### config.mk
export PLATFORM = sky130hd
export DESIGN_NAME = pipe_stage_skid
export DESIGN_NICKNAME = d
export VERILOG_FILES = /design/src/rtl/pipe_stage_skid.sv
export SDC_FILE = /design/constraint.sdc
export NUM_CORES = 1
export LEC_CHECK = 0
export CAP_MARGIN = 20
export CORE_AREA = 10 10 160 162
export CTS_BUF_LIST = sky130_fd_sc_hd__clkbuf_16
export CTS_CLUSTER_DIAMETER = 200
export CTS_CLUSTER_SIZE = 12
export DETAILED_ROUTE_END_ITERATION = 12
export DIE_AREA = 0 0 170 172
export PLACE_DENSITY_LB_ADDON = 0.15
export SLEW_MARGIN = 20
export SYNTH_ARGS = -nofsm -noshare
export SYNTH_HDL_FRONTEND = slang
export SYNTH_SLANG_ARGS = --single-unit
### constraint.sdc
create_clock -name clk -period 3.1 [get_ports clk]
set_input_delay 0.31 -clock clk [delete_from_list [all_inputs] [get_ports clk]]
set_output_delay 0.31 -clock clk [all_outputs]
set_load 0.1 [all_outputs]
### src/rtl/pipe_stage_skid.sv
// Elastic pipeline stage: valid/ready handshake carrying a payload and a
// control field. SKID=1 adds a second (skid) entry so in_ready comes straight
// off state flops; SKID=0 is a single entry with a combinational in_ready.
// Control bits read as zero whenever the stage holds nothing, so a bubble can
// never trigger a register or memory write downstream.
module pipe_stage_skid #(
  parameter int unsigned DATA_W = 128,
  parameter int unsigned CTRL_W = 8,
  parameter int unsigned SKID   = 1
) (
  input  logic              clk,
  input  logic              reset,
  input  logic              in_valid,
  output logic              in_ready,
  input  logic [DATA_W-1:0] in_data,
  input  logic [CTRL_W-1:0] in_ctrl,
  input  logic              flush,
  output logic              out_valid,
  input  logic              out_ready,
  output logic [DATA_W-1:0] out_data,
  output logic [CTRL_W-1:0] out_ctrl,
  output logic [1:0]        occupancy
);

  // Encoding equals the number of held entries, so occupancy is the state.
  typedef enum logic [1:0] {
    S_EMPTY = 2'd0,
    S_ONE   = 2'd1,
    S_TWO   = 2'd2
  } state_t;

  state_t              state, state_nxt;
  logic [DATA_W-1:0]   main_data, skid_data;
  logic [CTRL_W-1:0]   main_ctrl, skid_ctrl;
  logic                main_valid;
  logic                accept, release_head;
  logic                main_load_in, main_load_skid, skid_load;

  assign main_valid   = (state != S_EMPTY);
  assign accept       = in_valid && in_ready;
  assign release_head = main_valid && out_ready;

  // in_ready: decode of the state flops only (SKID=1) or bypass on release (SKID=0)
  generate
    if (SKID != 0) begin : g_skid
      assign in_ready = (state != S_TWO);
    end else begin : g_no_skid
      assign in_ready = (state == S_EMPTY) || out_ready;
    end
  endgenerate

  // Next-state and load-enable decode; flush drops every entry and any accept
  always_comb begin
    // NOTE: every output of this block gets a default first so no latch is inferred.
    state_nxt      = state;
    main_load_in   = 1'b0;
    main_load_skid = 1'b0;
    skid_load      = 1'b0;
    if (flush) begin
      state_nxt = S_EMPTY;
    end else begin
      case (state)
        S_EMPTY: begin
          if (accept) begin
            state_nxt    = S_ONE;
            main_load_in = 1'b1;
          end
        end
        S_ONE: begin
          if (accept && release_head) begin
            main_load_in = 1'b1;
          end else if (accept && (SKID != 0)) begin
            state_nxt = S_TWO;
            skid_load = 1'b1;
          end else if (release_head) begin
            state_nxt = S_EMPTY;
          end
        end
        S_TWO: begin
          if (release_head) begin
            state_nxt      = S_ONE;
            main_load_skid = 1'b1;
          end
        end
        default: state_nxt = S_EMPTY;
      endcase
    end
  end

  // State and entry registers; data registers hold their value on flush
  always_ff @(posedge clk) begin
    // NOTE: sequential state uses non-blocking assignments so every flop samples pre-edge values.
    if (reset) begin
      state     <= S_EMPTY;
      // NOTE: payload registers are reset too, so out_data reads zero after reset rather than X.
      main_data <= '0;
      main_ctrl <= '0;
      skid_data <= '0;
      skid_ctrl <= '0;
    end else begin
      state <= state_nxt;
      if (main_load_in) begin
        main_data <= in_data;
        main_ctrl <= in_ctrl;
      end else if (main_load_skid) begin
        main_data <= skid_data;
        main_ctrl <= skid_ctrl;
      end
      if (skid_load) begin
        skid_data <= in_data;
        skid_ctrl <= in_ctrl;
      end
    end
  end

  assign out_valid = main_valid;
  assign out_data  = main_data;
  assign out_ctrl  = main_valid ? main_ctrl : '0;
  assign occupancy = state;

endmodule

==> metrics.txt <==
status completed; Global Route Usage Sum 0.2357; worst min path class in -> reg; Die H 172 um; WP buf/inv 1; CTS sink cnt 274; leading cell type in the layout, fill and taps excluded dfxtp_1; vias in the first global route 10480; Die W 170 um; Async S/R FF share, synth 0; I/O pins 281; Final nets 1733; H-tree Lvls 1; Syn Area/Cell 8.366 um^2; GR Overflow Total 0; peak supply drop 0.3932 mV; Final Core Density 0.6832; Yosys reg bits 274; Yosys Warn Count 0; placed insts 1849; Tmin final 2.382 ns; Final Non-Filler Cells 1880; P_leak 0.004973 uW; register area share after synthesis 0.4624; Final Skew 0.01091 ns; clk slew on worst S/H paths 0.06 ns; # setup viols final 0; total CTS buffers 26; mean routed wirelength per cell 19.53 um; total design power 8394 uW; Final period util 0.7683; hold buffer count at cts 0; First-pass DRT Iterations 6; WS Path Type reg -> out; CP Max Fanout 2; DRC Markers 0; Req. time, crit path 2.79 ns; Synth Flop Type dfxtp_1; DRT iter0 DRCs 1374; slowest CP cell clkdlybuf4s50_1; CP startpoint kind flip-flop; synth unique cells 29; Cell Rows 55; TritonCTS clock tree done; Peak Freq 419.9 MHz; slowest cell delay on critical path 1.17 ns; vias per cell 6.047; pre-CTS WS 0.6657 ns; post-synthesis net count 1559; dpl hpwl 22360 um; clock root buffer clkbuf_16; final hold vios 0; Post-CTS Resized 0; Post-synth EDFFs 0; DIE AREA 29240 um^2; delay-heaviest family, CP buffers and inverters; initial core utilization 0.5304; Synth Cell Area 11860 um^2; Final ANT Viol Nets 0; layout cell share with drive strength beyond 1 0.1137; CP arrival 2.07 ns; clock latency on the worst-skew pair 0.53 ns; # fillers 1816; PortBufs 280; ordered list of cells on the worst path clkdlybuf4s50_1; Mapped Cells 1418; Final WS setup 0.7184 ns; Slew headroom 0.3147; post-CTS setup buffers 0; Setup crit end kind output port; Routed Wire Length 36720 um; largest net degree at the start of global routing 137; antenna violations before repair 2; first-pass GRT wire length 57650 um; core area 22370 um^2; Slew Viols, Final 0; CTS Buffer Depth 3; total number of vias 11370; worst slew pin tran 1.025 ns; Area Overhead vs Synth 28.81%; RSZ-0062 raised after global routing no; Pwr per Cell Area 549.3 nW/um^2; Fin Setup TNS 0 ns; max-cap viol count 0; commonest non-fill, non-tap cells in the layout 274 x dfxtp_1, 273 x nand2_1, 245 x clkdlybuf4s50_1; gpl congestion 0.7942
[metal layers]
layer | track usage | up-vias | share of wire
met3 | 0.05974 | 57 | 0.091
met1 | 0.3085 | 5406 | 0.42
li1 | - | 5448 | -
met4 | 0.06789 | 0 | 0.022
met5 | 0 | - | 0
met2 | 0.3770 | 457 | 0.47
[synthesized netlist by cell type, drive strengths merged (3+ instances only)]
library cell | instances | area (um^2)
dfxtp | 274 | 5485
nand2 | 274 | 1036
a21oi | 137 | 685.7
a311oi | 136 | 1191
nand3 | 136 | 680.7
nor3 | 136 | 1051
o21ai | 136 | 703.2
buf | 90 | 573.1
clkbuf | 75 | 281.5
nor2b | 8 | 50.05
nor2 | 3 | 11.26
[cells by family after synthesis]
logic type      synth area share
buf+inv                  0.07235
compound gates            0.2189
simple gates              0.2455
mux                    0.0008438
flops                     0.4624
[flip-flops by register name, indices dropped and copies added (netlist names)]
name and cells:
main_ctrl 8, skid_ctrl 8, out_data 128, skid_data 128
occupancy 2
[metrics by stage]
step	hold slack [ns]	cell area, um^2
after global placement	0.4499	14590
after global routing	0.3868	15270
after CTS	0.3600	15270
after detailed placement	0.4532	14590
final	0.3787	15280
after floorplan	0.3994	11860
[final cells by class]
type                    instances  area, um^2  area share
repair buffers                311        3192      0.2089
inverters                       1       3.754   0.0002457
clock buffers                  27       675.6     0.04422
well taps                     285       356.6     0.02334
clock inverters                 1       3.754   0.0002457
diodes                          3       7.507   0.0004913
multi-input cells             978        5555      0.3636
flip-flops and latches        274        5485      0.3590
[worst paths after layout]
check                           slack, ns             to  cells after the start          start
worst max-delay path                 0.72  out_data[106]                      1  out_data[106]
worst min register to register       0.46   skid_ctrl[3]                      2   skid_ctrl[3]
worst max register to register       0.89   out_data[10]                      4   occupancy[1]
worst min-delay path                 0.38  skid_data[22]                      3    in_data[22]
[power by group]
group	switching (uW)	internal, uW
logic	1360	510
registers	84.6	3660
clock network	1260	1520
total	2700	5690
(Power assumes the default switching activity.)
